`src/rtl/spi_target_pkg.sv`:
```
// Shared types and constants for the SPI mode-0 target.
//   state_e          : frame-level FSM states
//   CmdReadDefault   : default read command byte
//   CmdWriteDefault  : default write command byte
//   ByteW / AddrW    : data byte and register address widths
package spi_target_pkg;

  localparam int unsigned ByteW = 8;
  localparam int unsigned AddrW = 8;

  localparam logic [ByteW-1:0] CmdReadDefault  = 8'h03;
  localparam logic [ByteW-1:0] CmdWriteDefault = 8'h02;

  typedef enum logic [2:0] {
    StIdle,
    StCmd,
    StAddr,
    StRdData,
    StWrData,
    StIgnore
  } state_e;

endpackage

```
`src/rtl/spi_tgt_sync.sv`:
```
// N-stage synchronizer for an asynchronous input, followed by one more register that
// provides the delayed level and registered rise/fall event flags.
//   clk_i, rst_ni : system clock, async active-low reset
//   d_i           : asynchronous input pin
//   level_o       : synchronized level, aligned with rise_o/fall_o
//   rise_o/fall_o : one-cycle flags for a 0->1 / 1->0 transition of level_o
module spi_tgt_sync #(
  parameter int unsigned Stages   = 2,
  parameter logic        ResetVal = 1'b0
) (
  input  logic clk_i,
  input  logic rst_ni,
  input  logic d_i,
  output logic level_o,
  output logic rise_o,
  output logic fall_o
);

  logic [Stages-1:0] sync_q;
  logic              prev_q;
  logic              rise_q;
  logic              fall_q;

  always_ff @(posedge clk_i or negedge rst_ni) begin
    if (!rst_ni) begin
      sync_q <= {Stages{ResetVal}};
      prev_q <= ResetVal;
      rise_q <= 1'b0;
      fall_q <= 1'b0;
    end else begin
      sync_q <= {sync_q[Stages-2:0], d_i};
      prev_q <= sync_q[Stages-1];
      rise_q <= sync_q[Stages-1] & ~prev_q;
      fall_q <= ~sync_q[Stages-1] & prev_q;
    end
  end

  // prev_q holds the level whose transition the flags report, so all three outputs line up.
  assign level_o = prev_q;
  assign rise_o  = rise_q;
  assign fall_o  = fall_q;

endmodule

```
`src/rtl/spi_target.sv`:
```
// SPI mode-0 target giving an external initiator byte access to an 8-bit register space.
// Frame: command byte, address byte, then data bytes; MSB first.
//   i_clk, i_rst_n        : system clock, async active-low reset
//   i_sclk, i_csn, i_mosi : SPI pins (asynchronous)
//   o_miso, o_miso_oe     : SPI data out and its drive enable
//   o_wr_en/addr/data     : one-cycle register write strobe
//   o_rd_en/addr, i_rd_data : one-cycle read strobe, data returned one cycle later
//   o_active              : frame in progress
//   o_cmd_err             : one-cycle pulse on an unknown command byte
module spi_target
  import spi_target_pkg::*;
#(
  parameter int unsigned      SYNC_STAGES = 2,
  parameter logic [ByteW-1:0] CMD_READ    = CmdReadDefault,
  parameter logic [ByteW-1:0] CMD_WRITE   = CmdWriteDefault
) (
  input  logic             i_clk,
  input  logic             i_rst_n,
  input  logic             i_sclk,
  input  logic             i_csn,
  input  logic             i_mosi,
  output logic             o_miso,
  output logic             o_miso_oe,
  output logic             o_wr_en,
  output logic [AddrW-1:0] o_wr_addr,
  output logic [ByteW-1:0] o_wr_data,
  output logic             o_rd_en,
  output logic [AddrW-1:0] o_rd_addr,
  input  logic [ByteW-1:0] i_rd_data,
  output logic             o_active,
  output logic             o_cmd_err
);

  logic sclk_rise, sclk_fall, sclk_lvl_unused;
  logic csn_rise, csn_fall, csn_lvl_unused;
  logic mosi_lvl, mosi_edges_unused_r, mosi_edges_unused_f;

  spi_tgt_sync #(.Stages(SYNC_STAGES), .ResetVal(1'b0)) u_sync_sclk (
    .clk_i(i_clk), .rst_ni(i_rst_n), .d_i(i_sclk),
    .level_o(sclk_lvl_unused), .rise_o(sclk_rise), .fall_o(sclk_fall)
  );

  // CSN resets low so a reset released mid-frame sees no falling edge; the next frame
  // starts only on a genuine CSN fall.
  spi_tgt_sync #(.Stages(SYNC_STAGES), .ResetVal(1'b0)) u_sync_csn (
    .clk_i(i_clk), .rst_ni(i_rst_n), .d_i(i_csn),
    .level_o(csn_lvl_unused), .rise_o(csn_rise), .fall_o(csn_fall)
  );

  spi_tgt_sync #(.Stages(SYNC_STAGES), .ResetVal(1'b0)) u_sync_mosi (
    .clk_i(i_clk), .rst_ni(i_rst_n), .d_i(i_mosi),
    .level_o(mosi_lvl), .rise_o(mosi_edges_unused_r), .fall_o(mosi_edges_unused_f)
  );

  state_e           state_q, state_d;
  logic [2:0]       bit_cnt_q, bit_cnt_d;
  logic [6:0]       rx_sr_q, rx_sr_d;
  logic [ByteW-1:0] tx_sr_q, tx_sr_d;
  logic [AddrW-1:0] addr_q, addr_d;
  logic             is_read_q, is_read_d;
  logic             rd_pend_q, rd_pend_d;
  logic             skip_fall_q, skip_fall_d;
  logic             wr_en_q, wr_en_d;
  logic [AddrW-1:0] wr_addr_q, wr_addr_d;
  logic [ByteW-1:0] wr_data_q, wr_data_d;
  logic             rd_en_q, rd_en_d;
  logic [AddrW-1:0] rd_addr_q, rd_addr_d;
  logic             cmd_err_q, cmd_err_d;
  logic [ByteW-1:0] rx_byte;

  always_ff @(posedge i_clk or negedge i_rst_n) begin
    if (!i_rst_n) begin
      state_q     <= StIdle;
      bit_cnt_q   <= '0;
      rx_sr_q     <= '0;
      tx_sr_q     <= '0;
      addr_q      <= '0;
      is_read_q   <= 1'b0;
      rd_pend_q   <= 1'b0;
      skip_fall_q <= 1'b0;
      wr_en_q     <= 1'b0;
      wr_addr_q   <= '0;
      wr_data_q   <= '0;
      rd_en_q     <= 1'b0;
      rd_addr_q   <= '0;
      cmd_err_q   <= 1'b0;
    end else begin
      state_q     <= state_d;
      bit_cnt_q   <= bit_cnt_d;
      rx_sr_q     <= rx_sr_d;
      tx_sr_q     <= tx_sr_d;
      addr_q      <= addr_d;
      is_read_q   <= is_read_d;
      rd_pend_q   <= rd_pend_d;
      skip_fall_q <= skip_fall_d;
      wr_en_q     <= wr_en_d;
      wr_addr_q   <= wr_addr_d;
      wr_data_q   <= wr_data_d;
      rd_en_q     <= rd_en_d;
      rd_addr_q   <= rd_addr_d;
      cmd_err_q   <= cmd_err_d;
    end
  end

  always_comb begin
    state_d     = state_q;
    bit_cnt_d   = bit_cnt_q;
    rx_sr_d     = rx_sr_q;
    tx_sr_d     = tx_sr_q;
    addr_d      = addr_q;
    is_read_d   = is_read_q;
    rd_pend_d   = rd_en_q;  // read data arrives the cycle after the strobe
    skip_fall_d = skip_fall_q;
    wr_en_d     = 1'b0;
    wr_addr_d   = wr_addr_q;
    wr_data_d   = wr_data_q;
    rd_en_d     = 1'b0;
    rd_addr_d   = rd_addr_q;
    cmd_err_d   = 1'b0;
    rx_byte     = {rx_sr_q, mosi_lvl};

    if (csn_fall) begin
      state_d     = StCmd;
      bit_cnt_d   = '0;
      rx_sr_d     = '0;
      tx_sr_d     = '0;
      skip_fall_d = 1'b0;
    end else if (csn_rise) begin
      // Any partial byte is simply dropped.
      state_d   = StIdle;
      bit_cnt_d = '0;
    end else if (state_q != StIdle) begin
      if (sclk_rise) begin
        bit_cnt_d = bit_cnt_q + 3'd1;
        rx_sr_d   = rx_byte[6:0];
        if (bit_cnt_q == 3'd7) begin
          case (state_q)
            StCmd: begin
              is_read_d = (rx_byte == CMD_READ);
              if (rx_byte == CMD_READ || rx_byte == CMD_WRITE) begin
                state_d = StAddr;
              end else begin
                state_d   = StIgnore;
                cmd_err_d = 1'b1;
              end
            end
            StAddr: begin
              if (is_read_q) begin
                state_d   = StRdData;
                rd_en_d   = 1'b1;
                rd_addr_d = rx_byte;
                addr_d    = rx_byte + 8'd1;
              end else begin
                state_d = StWrData;
                addr_d  = rx_byte;
              end
            end
            StWrData: begin
              wr_en_d   = 1'b1;
              wr_addr_d = addr_q;
              wr_data_d = rx_byte;
              addr_d    = addr_q + 8'd1;
            end
            StRdData: begin
              // Prefetch for the next byte; the final one of a frame goes unused.
              rd_en_d   = 1'b1;
              rd_addr_d = addr_q;
              addr_d    = addr_q + 8'd1;
            end
            default: ;
          endcase
        end
      end
      if (sclk_fall && state_q == StRdData) begin
        // The first fall after a load keeps the freshly loaded MSB on the line.
        if (skip_fall_q) skip_fall_d = 1'b0;
        else             tx_sr_d     = {tx_sr_q[ByteW-2:0], 1'b0};
      end
      if (rd_pend_q) begin
        tx_sr_d     = i_rd_data;
        skip_fall_d = 1'b1;
      end
    end
  end

  assign o_miso_oe = (state_q == StRdData);
  assign o_miso    = (state_q == StRdData) ? tx_sr_q[ByteW-1] : 1'b0;
  assign o_active  = (state_q != StIdle);
  assign o_wr_en   = wr_en_q;
  assign o_wr_addr = wr_addr_q;
  assign o_wr_data = wr_data_q;
  assign o_rd_en   = rd_en_q;
  assign o_rd_addr = rd_addr_q;
  assign o_cmd_err = cmd_err_q;

endmodule

```
`config.mk`:
```
export PLATFORM = sky130hd
export DESIGN_NAME = spi_target
export DESIGN_NICKNAME = d
export VERILOG_FILES = /design/src/rtl/spi_target_pkg.sv /design/src/rtl/spi_tgt_sync.sv /design/src/rtl/spi_target.sv
export SDC_FILE = /design/constraint.sdc
export NUM_CORES = 1
export LEC_CHECK = 0
export CORE_UTILIZATION = 59
export DETAILED_ROUTE_END_ITERATION = 6
export PLACE_DENSITY_LB_ADDON = 0.25
export SYNTH_ARGS = -nofsm -noshare
export SYNTH_HDL_FRONTEND = slang
export SYNTH_SLANG_ARGS = --single-unit
```
`constraint.sdc`:
```
create_clock -name i_clk -period 2.7 [get_ports i_clk]
set_input_delay 0.54 -clock i_clk [delete_from_list [all_inputs] [get_ports i_clk]]
set_output_delay 0.54 -clock i_clk [all_outputs]
set_load 0.02 [all_outputs]
```
### Yosys cells after proc, flatten, opt, wreduce, memory -nomap -nowiden

Cells that the tools add are included.

* input port bits: 13
* logic and storage cells: 121
* bits in registers: 72
* output and inout bits: 30

* $add $sub $neg: 3
* bitwise logic cells: 10
* muxes and demuxes: 52
* reduce and logical (&&, ||, !) cells: 22
* equality and inequality tests: 10

Operator list (number)
* 8-bit 2-to-1 mux: 8
* 3-bit 2-to-1 mux: 11
* 8-bit one-hot mux with 2 select lines: 2
* 7-bit 2-to-1 mux: 4
* 1-bit 2-to-1 mux: 25
* 6-bit AND reduction: 3
* 8-bit by 1-bit adder with 8-bit output, second input constant: 2
* 8-bit by 2-bit equality test with 1-bit output, second input constant: 2
* 3-bit nonzero test: 5
* 4-bit AND reduction: 2
* 2-bit nonzero test: 4
* 7-bit AND reduction: 1
* 3-bit by 2-bit equality test with 1-bit output, second input constant: 2
* 3-bit equality test, second input constant: 2
* 1-bit NOT: 6
* 3-bit one-hot mux with 2 select lines: 1
* 3-bit AND reduction: 2
* 1-bit AND: 4
* 2-bit inequality test, second input constant: 2
* 4-bit nonzero test: 1
* 3-bit by 1-bit adder with 3-bit output, second input constant: 1
* 3-bit by 1-bit equality test with 1-bit output, second input constant: 1
* 3-bit by 2-bit inequality test with 1-bit output, second input constant: 1
* 1-bit one-hot mux with 2 select lines: 1
* other kinds (4): 4

### Depth between registers and ports, before layout

* depth after elaboration: 9
* mapped depth: 7
* mapped depth without buffers: 6

### Modules after synthesis

From an unflattened synthesis, not the netlist that was laid out.

* cells, all modules: 301
* area, all modules: 3318.2 µm²

Modules (own cells, without submodules)
* spi_target: times used 1, seq. area each 1476.4 µm², cells an instance 280, area an instance 2897.8 µm²
* spi_tgt_sync: times used 3, seq. area each 125.1 µm², cells an instance 7, area an instance 140.1 µm²

### Least setup slack after synthesis

No wires, ideal clock.

* path kind: flip-flop to output port
* from: register state_q[1]
* to: output port o_miso
* setup slack: 0.829 ns
* required time: 2.160 ns
* cell stages (with the launch flop): 6
* buffers on the path: 2
* data arrival time: 1.331 ns
* path through: dfrtp_1 > buf_4 > nand3b_2 > inv_1 > buf_2 > and2_1

* cells in the longest elaborated chain, start to end: 2

Ends and longest elaborated chain
* start: declaration: RTL line spi_target.sv:55 `state_e state_q, state_d;`
* start signal: assignment: RTL line spi_target.sv:73 `state_q <= StIdle;`
* start signal: assignment: RTL line spi_target.sv:88 `state_q <= state_d;`
* 3-bit by 2-bit equality test with 1-bit output
* via o_miso_oe: RTL line spi_target.sv:23 `output logic o_miso_oe,`
* 1-bit 2-to-1 mux: RTL line spi_target.sv:187 `assign o_miso = (state_q == StRdData) ? tx_sr_q[ByteW-1] : 1'b0;`
* end: declaration: RTL line spi_target.sv:22 `output logic o_miso,`

The timed path passes the listed nets, and every way through them passes these cells.

### Worst setup path in the final report

* from: register state_q[0]
* to: output port o_miso

* cells in the longest elaborated chain, start to end: 2

Ends and longest elaborated chain (RTL line)
* 3-bit by 2-bit equality test with 1-bit output: spi_target.sv:187
* 1-bit 2-to-1 mux: spi_target.sv:187

Every way passes these cells.

==> summary.txt <==
Outcome
  – Result of the run: complete, no violations

Yosys
  – Main synth FF type: sky130_fd_sc_hd__dfrtp_1
  – Fraction of synthesis flops using an asynchronous set or reset pin: 100.0%
  – Synthesis warning total: 0
  – Proportion of synthesized chip area in sequential cells: 54.55%
  – Mapped cell area: 0.003303 mm²
  – Cell variety after synth: 50
  – Main area contributors after synthesis: sky130_fd_sc_hd__dfrtp_1 55%, sky130_fd_sc_hd__mux2_2 4.4%, sky130_fd_sc_hd__nand2_1 4.4%
  – Synthesized net count: 330
  – Number of enable flip-flop cells after synthesis: 0
  – Number of synthesized register bits: 72
  – Biggest area consumer among synthesized cells: sky130_fd_sc_hd__dfrtp_1
  – Share of Yosys cell area claimed by the top area cell type: 54.55%
  – Most repeated cell in the gate-level netlist after synthesis: sky130_fd_sc_hd__dfrtp_1
  – Average instance area after synthesis: 10.59 µm²
  – Post-Syn Instances: 312
  – Top cell types by occurrence after synthesis: 72 x sky130_fd_sc_hd__dfrtp_1, 39 x sky130_fd_sc_hd__nand2_1, 25 x sky130_fd_sc_hd__a21oi_1, 20 x sky130_fd_sc_hd__nor2_1, 16 x sky130_fd_sc_hd__o21ai_0

Setup path
  – Data arrival, critical path: 2.06 ns
  – Highest-delay cell along the critical path: sky130_fd_sc_hd__dfrtp_1
  – WS Path Type: reg -> out
  – Flop2flop setup slack: 0.62 ns
  – Critical path, cell by cell: nand3b_4 -> inv_1 -> and2_1 -> clkdlybuf4s50_1
  – Worst setup SP type: register
  – Startpoint of the lowest-slack register-to-register path: bit_cnt_q[0]
  – Crit path capture type: output port
  – Required time at the worst-slack endpoint: 2.16 ns
  – Start point of the critical path: state_q[0]
  – CP max stage delay: 0.62 ns
  – Critical-path maximum fanout: 13

Global routing
  – First-pass GRT wire length: 11360 µm
  – Gr busiest metal: met2
  – Number of antenna violations at the first check in global routing: 0
  – Largest net degree at the start of global routing: 29
  – Vias in the first global route: 2386
  – GR met1 Demand/Resource: 33.87%
  – Met2 capacity usage during global routing: 37.50%
  – Global routing usage summed across all routing layers: 24.62%
  – M3 GR Usage: 3.929%
  – Final global-route overflow total: 0

Floorplanning
  – Number of placement rows: 26
  – Core Area: 0.005238 mm²
  – Die outline area: 0.005902 mm²
  – Io pins: 43
  – Starting density of the core: 63.07%
  – Die span in y: 76.83 µm
  – Chip width: 76.83 µm

Cells and area
  – Final-stage net count: 375
  – Layout cell share with drive strength beyond 1: 14.64%
  – Area growth, synth to finish: 23.07%
  – Count of fill cells added during filler insertion: 340
  – Number of inserted diodes: 0
  – Final cell area excluding filler cells: 0.004065 mm²

STA
  – Unrepaired setup endpoints after global routing: no
  – Least-Margin Pin Slew: 0.6674 ns
  – Final period demand of the worst path: 2.604 ns
  – Portion of the clock cycle consumed by the worst path in the final layout: 96.44%
  – Endpoints failing setup: 0
  – Number of failing hold endpoints at the final stage: 0
  – Total negative slack: 0 ns
  – Worst-case headroom to the max-slew limit: 55.21%
  – Max-slew violations: 0
  – Clk_skew: 0.007226 ns
  – F_max: 384.0 MHz
  – Minimum hold slack: 0.1043 ns

Routing
  – ANT nets after route: 0
  – Drt pass-1 iters: 6
  – Routed vias/inst: 5.829
  – Per-cell routed wire length: 15.56 µm
  – Total via count after detailed routing: 2518
  – Final routed DRC violation total: 0
  – Routed wire length: 6720 µm
  – Number of DRC markers in iteration 0: 194

Clocking
  – Buffer type at the clock tree root: sky130_fd_sc_hd__clkbuf_8
  – Depth of the CTS H-tree: 3
  – Clock tree from TritonCTS: done
  – Clock latency reported for the late side of the worst-skew pair: 0.34 ns
  – Largest buffer count on any clock path: 2
  – Number of CTS-inserted buffers: 9
  – Clock Sink Count: 72
  – Clock-pin transition on the worst setup and hold timing paths: 0.07 ns
  – Number of buffers inserted by hold repair at cts: 0
  – Setup Buffers After CTS: 0

Power and ir drop
  – Max VDD drop: 0.0004591 V
  – LEAKAGE: 1.776 nW
  – Power per Cell Area: 574.0 mW/mm²

Job
  – Number of max-capacitance violations reported: 0

Place
  – Detailed placer's ending HPWL: 4576 µm
  – Quantity of I/O buffers inserted on ports: 42
  – Post-place instance area: 0.003789 mm²
  – Final weighted congestion in routability-driven placement: 0.9489

Min path
  – Kind of path behind the tightest hold check: in -> async
==> cell families after synthesis <==
logic type,share of synthesized area [%]
XOR/XNOR,2.386
AO/OA/AOI/OAI,14.43
flip-flops,54.55
AND/OR/NAND/NOR,14.85
buffers and inverters,3.825
multiplexers,8.068
adder cells (fa/ha/maj),1.894
==> state kept, by name, summed over array words and instances, names as in the netlist, 3 cells and up <==
register,cells
addr_q,8
state_q,3
tx_sr_q,8
o_wr_data,8
rx_sr_q,7
bit_cnt_q,3
o_wr_addr,8
o_rd_addr,8
==> critical path: cells and delay by family (launching register included) <==
kind	cells	cell delay (ns)
buffers and inverters	2	0.76
AND/OR/NAND/NOR	2	0.34
flip-flops	1	0.62
==> metal layers <==
metal,vias up,wire (µm)
met5,-,0
li1,1202,-
met2,101,3234
met1,1198,2975
met4,0,131
met3,17,378
==> repair_timing <==
action | 4_1_cts | 5_1_grt
endpoints found under the setup margin | 0 | 1
hold endpoints to repair | 0 | 0
resized for setup | 0 | 1
==> metrics by stage <==
stage	instances	util [%]	total power [mW]	setup WS (ns)
after floorplan	312	-	1.182	0.8289
after CTS	432	77.45	2.347	0.01846
after detailed placement	416	72.34	1.238	0.3890
final	432	77.62	2.334	0.09604
after global routing	432	77.62	2.405	0.003378
after global placement	416	72.34	1.234	0.4552
==> layout by cell type, fill, tap and decap left out, types with 10 or more instances in the layout <==
master,count
sky130_fd_sc_hd__nand2_1,39
sky130_fd_sc_hd__clkdlybuf4s50_1,41
sky130_fd_sc_hd__buf_4,10
sky130_fd_sc_hd__mux2_2,13
sky130_fd_sc_hd__dfrtp_1,72
sky130_fd_sc_hd__mux2i_1,12
sky130_fd_sc_hd__a21oi_1,25
sky130_fd_sc_hd__o21ai_0,16
sky130_fd_sc_hd__clkbuf_8,10
sky130_fd_sc_hd__nor2_1,20
==> final cells by class <==
| cell class | count | area [µm²] | share of cell area, % |
|---|---|---|---|
| Clock buffer | 10 | 137.6 | 3.386 |
| Clock inverter | 6 | 130.1 | 3.201 |
| Inverter | 9 | 33.78 | 0.8310 |
| Multi-Input combinational cell | 213 | 1384 | 34.04 |
| Sequential cell | 72 | 1802 | 44.32 |
| Tap cell | 70 | 87.58 | 2.155 |
| Timing Repair Buffer | 52 | 490.5 | 12.07 |
==> power breakdown <==
group	internal (mW)	leakage [nW]	switching, mW
clock	0.729	0.136	0.388
combinational	0.0431	0.663	0.0614
sequential	1.09	0.977	0.0186
total	1.87	1.78	0.468
==> path summary, 6_finish.rpt <==
| path | end | depth (start not counted) |
|---|---|---|
| worst max-delay path | o_miso | 4 |
| worst min-delay path | o_wr_en | 1 |
| worst max register to register | o_wr_addr[5] | 5 |
| worst min register to register | u_sync_mosi.sync_q[1] | 0 |
| max in group asynchronous | addr_q[7] | 2 |
| min in group i_clk | u_sync_mosi.sync_q[1] | 0 |
No activity file was read; power rests on OpenSTA's default activity.
